## src/rtl/aes_pkg.sv

```systemverilog
// aes_pkg: shared AES opcode and word types
package aes_pkg;
  typedef enum logic [2:0] {
    NOOP       = 3'd0,
    AESDEC     = 3'd1,
    AESDECLAST = 3'd2,
    AESIMC     = 3'd3,
    AESDECFULL = 3'd4
  } opcode;
  typedef logic [31:0] aes_32;
endpackage

```

## src/rtl/aes_dec_ctrl_if.sv

```systemverilog
// aes_dec_ctrl_if: request and datapath-control bundle of the AES decryption controller
interface aes_dec_ctrl_if;
  import aes_pkg::*;
  logic  start_i;
  opcode opcode_i;
  logic  busy_o;
  logic  first_rnd_o;
  logic  inv_mix_o;
  logic  final_rnd_o;
  logic  imc_only_o;
  logic  key_sel_o;
  logic  en_rnd_o;
  logic  en_key_o;
  logic  key_sub_o;
  logic  inv_key_o;
  logic  plain_ready_o;
  logic  key_ready_o;
  aes_32 r_con_ctrl_o;
  modport master (
    output start_i, opcode_i,
    input  busy_o, first_rnd_o, inv_mix_o, final_rnd_o, imc_only_o, key_sel_o,
           en_rnd_o, en_key_o, key_sub_o, inv_key_o, plain_ready_o, key_ready_o, r_con_ctrl_o
  );
  modport slave (
    input  start_i, opcode_i,
    output busy_o, first_rnd_o, inv_mix_o, final_rnd_o, imc_only_o, key_sel_o,
           en_rnd_o, en_key_o, key_sub_o, inv_key_o, plain_ready_o, key_ready_o, r_con_ctrl_o
  );
endinterface

```

## src/rtl/aes_dec_ctrl.sv

```systemverilog
// aes_dec_ctrl: sequences inverse AES rounds, IMC key transform and full 10-round decryption
module aes_dec_ctrl
  import aes_pkg::*;
(
  input logic            clk,
  input logic            nrst,
  aes_dec_ctrl_if.slave  bus
);
  typedef enum logic [1:0] {IDLE, SBOX, ROUND, FINISH} state_t;
  state_t      state_q, state_d;
  opcode       op_q, op_d;
  logic [3:0]  rnd_q, rnd_d;
  logic [7:0]  rcon_q, rcon_d;
  assign bus.busy_o       = state_q != IDLE;
  assign bus.r_con_ctrl_o = {rcon_q, 24'h0};
  // state, latched opcode, round counter and rcon registers
  always_ff @(posedge clk or negedge nrst) begin
    if (!nrst) begin
      state_q <= IDLE;
      op_q    <= NOOP;
      rnd_q   <= 4'd0;
      rcon_q  <= 8'h36;
    end else begin
      state_q <= state_d;
      op_q    <= op_d;
      rnd_q   <= rnd_d;
      rcon_q  <= rcon_d;
    end
  end
  // next-state and datapath control decode
  always_comb begin
    state_d           = state_q;
    op_d              = op_q;
    rnd_d             = rnd_q;
    rcon_d            = rcon_q;
    bus.en_rnd_o      = 1'b1;
    bus.en_key_o      = 1'b1;
    bus.first_rnd_o   = 1'b0;
    bus.inv_mix_o     = 1'b0;
    bus.final_rnd_o   = 1'b0;
    bus.imc_only_o    = 1'b0;
    bus.key_sel_o     = 1'b0;
    bus.key_sub_o     = 1'b0;
    bus.inv_key_o     = 1'b0;
    bus.plain_ready_o = 1'b0;
    bus.key_ready_o   = 1'b0;
    case (state_q)
      IDLE: if (bus.start_i) begin
        case (bus.opcode_i)
          AESDEC, AESDECLAST: begin
            bus.en_key_o = 1'b0;
            state_d      = SBOX;
            op_d         = bus.opcode_i;
          end
          AESIMC: begin
            bus.en_rnd_o = 1'b0;
            state_d      = ROUND;
            op_d         = bus.opcode_i;
          end
          AESDECFULL: begin
            bus.first_rnd_o = 1'b1;
            bus.key_sub_o   = 1'b1;
            state_d         = SBOX;
            op_d            = bus.opcode_i;
            rnd_d           = 4'd0;
            rcon_d          = 8'h36;
          end
          default: ;
        endcase
      end
      SBOX: begin
        state_d = ROUND;
        if (op_q == AESDECFULL) begin
          bus.inv_key_o = 1'b1;
          bus.key_sel_o = 1'b1;
          rnd_d         = rnd_q + 4'd1;
        end
      end
      ROUND: begin
        state_d = FINISH;
        case (op_q)
          AESDEC:     bus.inv_mix_o   = 1'b1;
          AESDECLAST: bus.final_rnd_o = 1'b1;
          AESIMC:     bus.imc_only_o  = 1'b1;
          AESDECFULL: begin
            bus.key_sel_o = 1'b1;
            rcon_d = rcon_q == 8'h36 ? 8'h1b : rcon_q == 8'h1b ? 8'h80 : rcon_q >> 1;
            if (rnd_q == 4'd10) bus.final_rnd_o = 1'b1;
            else begin
              bus.inv_mix_o = 1'b1;
              bus.key_sub_o = 1'b1;
              state_d       = SBOX;
            end
          end
          default: ;
        endcase
      end
      FINISH: begin
        bus.key_ready_o   = op_q == AESIMC;
        bus.plain_ready_o = op_q != AESIMC;
        state_d           = IDLE;
      end
      default: state_d = IDLE;
    endcase
  end
endmodule

```

## src/flat_wrapper.sv

```systemverilog
// flat-port wrapper written by rule: the top's interface ports become plain ports
module aes_dec_ctrl_flat import aes_pkg::*;
  (clk, nrst, bus_start_i, bus_opcode_i, bus_busy_o, bus_first_rnd_o, bus_inv_mix_o, bus_final_rnd_o, bus_imc_only_o, bus_key_sel_o, bus_en_rnd_o, bus_en_key_o, bus_key_sub_o, bus_inv_key_o, bus_plain_ready_o, bus_key_ready_o, bus_r_con_ctrl_o);
  aes_dec_ctrl_if bus_i ();
  input logic clk;
  input logic nrst;
  input wire logic [$bits(bus_i.start_i)-1:0] bus_start_i;
  input wire logic [$bits(bus_i.opcode_i)-1:0] bus_opcode_i;
  output wire logic [$bits(bus_i.busy_o)-1:0] bus_busy_o;
  output wire logic [$bits(bus_i.first_rnd_o)-1:0] bus_first_rnd_o;
  output wire logic [$bits(bus_i.inv_mix_o)-1:0] bus_inv_mix_o;
  output wire logic [$bits(bus_i.final_rnd_o)-1:0] bus_final_rnd_o;
  output wire logic [$bits(bus_i.imc_only_o)-1:0] bus_imc_only_o;
  output wire logic [$bits(bus_i.key_sel_o)-1:0] bus_key_sel_o;
  output wire logic [$bits(bus_i.en_rnd_o)-1:0] bus_en_rnd_o;
  output wire logic [$bits(bus_i.en_key_o)-1:0] bus_en_key_o;
  output wire logic [$bits(bus_i.key_sub_o)-1:0] bus_key_sub_o;
  output wire logic [$bits(bus_i.inv_key_o)-1:0] bus_inv_key_o;
  output wire logic [$bits(bus_i.plain_ready_o)-1:0] bus_plain_ready_o;
  output wire logic [$bits(bus_i.key_ready_o)-1:0] bus_key_ready_o;
  output wire logic [$bits(bus_i.r_con_ctrl_o)-1:0] bus_r_con_ctrl_o;
  assign bus_i.start_i = bus_start_i;
  assign bus_i.opcode_i = bus_opcode_i;
  assign bus_busy_o = bus_i.busy_o;
  assign bus_first_rnd_o = bus_i.first_rnd_o;
  assign bus_inv_mix_o = bus_i.inv_mix_o;
  assign bus_final_rnd_o = bus_i.final_rnd_o;
  assign bus_imc_only_o = bus_i.imc_only_o;
  assign bus_key_sel_o = bus_i.key_sel_o;
  assign bus_en_rnd_o = bus_i.en_rnd_o;
  assign bus_en_key_o = bus_i.en_key_o;
  assign bus_key_sub_o = bus_i.key_sub_o;
  assign bus_inv_key_o = bus_i.inv_key_o;
  assign bus_plain_ready_o = bus_i.plain_ready_o;
  assign bus_key_ready_o = bus_i.key_ready_o;
  assign bus_r_con_ctrl_o = bus_i.r_con_ctrl_o;
  aes_dec_ctrl u_core (.clk(clk), .nrst(nrst), .bus(bus_i));
endmodule
```

## config.mk

```make
export PLATFORM = sky130hd
export DESIGN_NAME = aes_dec_ctrl_flat
export DESIGN_NICKNAME = d
export VERILOG_FILES = /design/src/rtl/aes_pkg.sv /design/src/rtl/aes_dec_ctrl_if.sv /design/src/rtl/aes_dec_ctrl.sv /design/src/flat_wrapper.sv
export SDC_FILE = /design/constraint.sdc
export NUM_CORES = 1
export LEC_CHECK = 0
export ABC_AREA = 1
export BUFFER_PORTS_ARGS = -buffer_cell sky130_fd_sc_hd__buf_2
export CAP_MARGIN = 20
export CORE_MARGIN = 3
export CORE_UTILIZATION = 53
export CTS_CLUSTER_DIAMETER = 60
export DETAILED_ROUTE_END_ITERATION = 7
export PLACE_DENSITY = 0.84
export SLEW_MARGIN = 10
export SYNTH_ARGS = -nofsm -noshare
export SYNTH_HDL_FRONTEND = slang
export SYNTH_SLANG_ARGS = --single-unit
export TNS_END_PERCENT = 20
```

## constraint.sdc

```tcl
create_clock -name clk -period 2 [get_ports clk]
set_input_delay 0.4 -clock clk [delete_from_list [all_inputs] [get_ports clk]]
set_output_delay 0.4 -clock clk [all_outputs]
set_load 0.02 [all_outputs]
```

==> metrics.md <==
| Metric | Value |
|---|---|
| Worst R2R End | u_core.rcon_q[7] |
| Initial DRC Count | 27 |
| Register area share after synthesis | a little under a third |
| Vias | 1141 |
| CTS tree | done |
| Most common cell after layout, fill and taps aside | nand2_1 |
| Synthesis-to-layout area growth | 9.85% |
| Worst setup EP type | output pin |
| Total GRT Usage | ~17% |
| Synthesized instance count | 192 |
| Die area | between 3000 and 4000 um^2 |
| RD Place Congestion | around 0.83 |
| P per Cell Area | 1330 nW/um^2 |
| Chip width | ~57 um |
| Antenna Violating Nets Remaining | 0 |
| Failing checks | negative hold slack |
| First-pass GRT wire length | between 4000 and 5000 um |
| RSZ-0062 raised after global routing | true |
| Number of detailed-route iterations in the first pass | 4 |
| P_leak | a little under 0.9 nW |
| Period utilization | between 90% and 100% |
| Cells along the critical path | ha_1, nand3b_1, nand2_1, o21ai_1, buf_4 |
| DIE HEIGHT | about 57 um |
| Final net count | between 200 and 250 |
| Layout cell share with drive strength beyond 1 | a little over a quarter |
| Flip-flop and latch count after synthesis | 17 |
| H-tree depth | 1 |
| Worst-skew pair later-pin latency | approximately 0.3 ns |
| Synth Cell Area | 1370 um^2 |
| Worst Path Arrival | between 1.5 and 2 ns |
| Total CTS buffers | 3 |
| Number of global-route vias before repair | roughly 980 |
| Max stage delay cell, worst path | dfrtp_1 |
| Starting Density | about three fifths |
| Residual DRC count | 0 |
| Vias/cell | roughly 4.5 |
| Overall Power | between 2 and 2.5 mW |
| Core outline area | around 2300 um^2 |
| Worst Skew | between 0.009 and 0.01 ns |
| DP HPWL | roughly 2000 um |
| Initial antenna violation count | 0 |
| Worst R2R Setup Slack | approximately 0.57 ns |
| Congestion Overflow GR | 0 |
| CTS max path bufs | 2 |
| Routed wire length | roughly 2600 um |
| Synth top area cells | dfrtp_1 24%, nand2_1 19%, buf_4 13% |
| Most frequent cells in the layout | 70 x nand2_1, 24 x conb_1, 23 x buf_2 |
| Ant diodes | 0 |
| Min-Delay Path Class | in -> async |
| I/O Buffers | 25 |
| Reg clk slew, reported paths | 0.11 ns |
| CP Class | reg -> out |
| Sink Count | 17 |
| CP bufs+invs | 1 |
| Cell family with most CP delay | flip-flops |
| Final Hold Slack | -0.000538 ns |
| Startpoint Class | register |
| Worst reg-to-reg path cell count | 8 |
| Clk root buf | clkbuf_4 |
| Core Rows | 17 |
| Number of max-cap violations | 0 |
| Worst Path Required | 1.60 ns |
| R2R Path Start | u_core.state_q[1] |
| CP max FO | 5 |
| IO Pins | 50 |
| Worst VDD drop | between 0.0007 and 0.0008 V |
| Fill count | around 230 |
| Endpoints failing setup | 0 |
| CP peak stage delay | roughly 0.44 ns |
| WL per Instance | between 10 and 15 um |
| Post-synth top area share | roughly a quarter |
| Fmax | 523 MHz |
| Leading area contributor after synthesis | dfrtp_1 |
| Synth Warn # | 0 |
| Netlist cell types | 26 |
| Status | finished with violations |
| Final Hold Fails | 1 |
| Slew Limit Fails | 0 |
| Final Critical Period | 1.91 ns |
| Mean Syn Cell Area | between 7 and 8 um^2 |
| Largest net degree at the start of global routing | 18 |
worst max path at each step:
stage,from,to,depth (start not counted),slack (ns)
after global placement,u_core.state_q[1],bus_key_sub_o,7,0.37
after floorplan,u_core.state_q[0],bus_key_sub_o,4,0.30
after detailed placement,u_core.state_q[0],bus_key_sub_o,5,0.36
final,u_core.rnd_q[1],bus_key_sub_o,5,0.09
after CTS,u_core.rnd_q[1],bus_key_sub_o,5,0.007
after global routing,u_core.state_q[1],bus_key_sub_o,7,-0.003
layout make-up:
type                            instances  area, um^2  share of cell area (%)
Sequential cell                        17         430                    28.5
Inverter                               24        90.1                    5.98
Clock inverter                          1        5.00                   0.332
Timing Repair Buffer                   31         175                    11.6
Multi-Input combinational cell        149         749                    49.7
Clock buffer                            3        22.5                    1.49
Tap cell                               28        35.0                    2.32
where the power goes:
part	switching [mW]	leakage, nW	internal, mW
registers	0.129	0.216	0.493
logic	0.776	0.653	0.413
clock network	0.117	0.0177	0.0747
cells by family (layout without fill, tap and decap cells):
logic type / Yosys count / in the layout / share of synthesized area, %
simple gates: 105 / 105 / 35.2
flops: 17 / 17 / 31.4
fa+ha+maj: 6 / 6 / 5.47
compound gates: 13 / 13 / 6.56
other cells: 1 / 24 / 0.273
xor+xnor: 1 / 1 / 0.638
buf+inv: 49 / 59 / 20.5
routing by layer:
layer  vias to the layer above  share of wire (%)  track usage (%)
li1                        614                  -                -
met1                       488                 46             22.7
met2                        37                 47             26.9
met3                         2                6.4             4.83
met4                         0               0.46             4.64
met5                         -                  0                0
through the flow:
| stage | setup TNS [ns] | std cells | worst slack, ns | area, um^2 | utilization, % |
|---|---|---|---|---|---|
| 3_5_place_dp | 0 | 245 | 0.360 | 1440 | 61.7 |
| 2_1_floorplan | 0 | 215 | 0.296 | 1460 | - |
| 3_3_place_gp | 0 | 245 | 0.366 | 1440 | 61.7 |
| 4_1_cts | 0 | 252 | 0.00703 | 1490 | 63.8 |
| 5_1_grt | -0.00512 | 253 | -0.00304 | 1510 | 64.4 |
| 6_report | 0 | 253 | 0.0867 | 1510 | 64.4 |
synthesized netlist by cell type (all sizes together):
library cell / number
nand2: 76
buf: 25
inv: 24
nor2: 14
dfrtp: 13
o21ai: 10
nand3: 7
ha: 6
nand4: 6
dfstp: 4
a21oi: 2
and3: 1
conb: 1
nand3b: 1
o21bai: 1
xor2: 1
flip-flops by register name (all words and copies together) (netlist names):
register,flops
u_core.rnd_q,4
u_core.state_q,2
u_core.op_q,3
u_core.rcon_q,8
worst register-to-register path: stages, from the launching register on:
cell	delay (ns)
dfrtp_1	0.39
inv_1	0.08
ha_2	0.19
buf_4	0.15
inv_1	0.11
nand2_4	0.08
a21oi_4	0.23
nand2_1	0.07
nand2_1	0.07
what timing repair did:
action,4_1_cts,5_1_grt
endpoints found under the hold margin,0,0
endpoints found under the setup margin,1,3
resized for setup,1,5
buffers inserted,3,1
hold buffers,0,0
(Power assumes the default switching activity.)
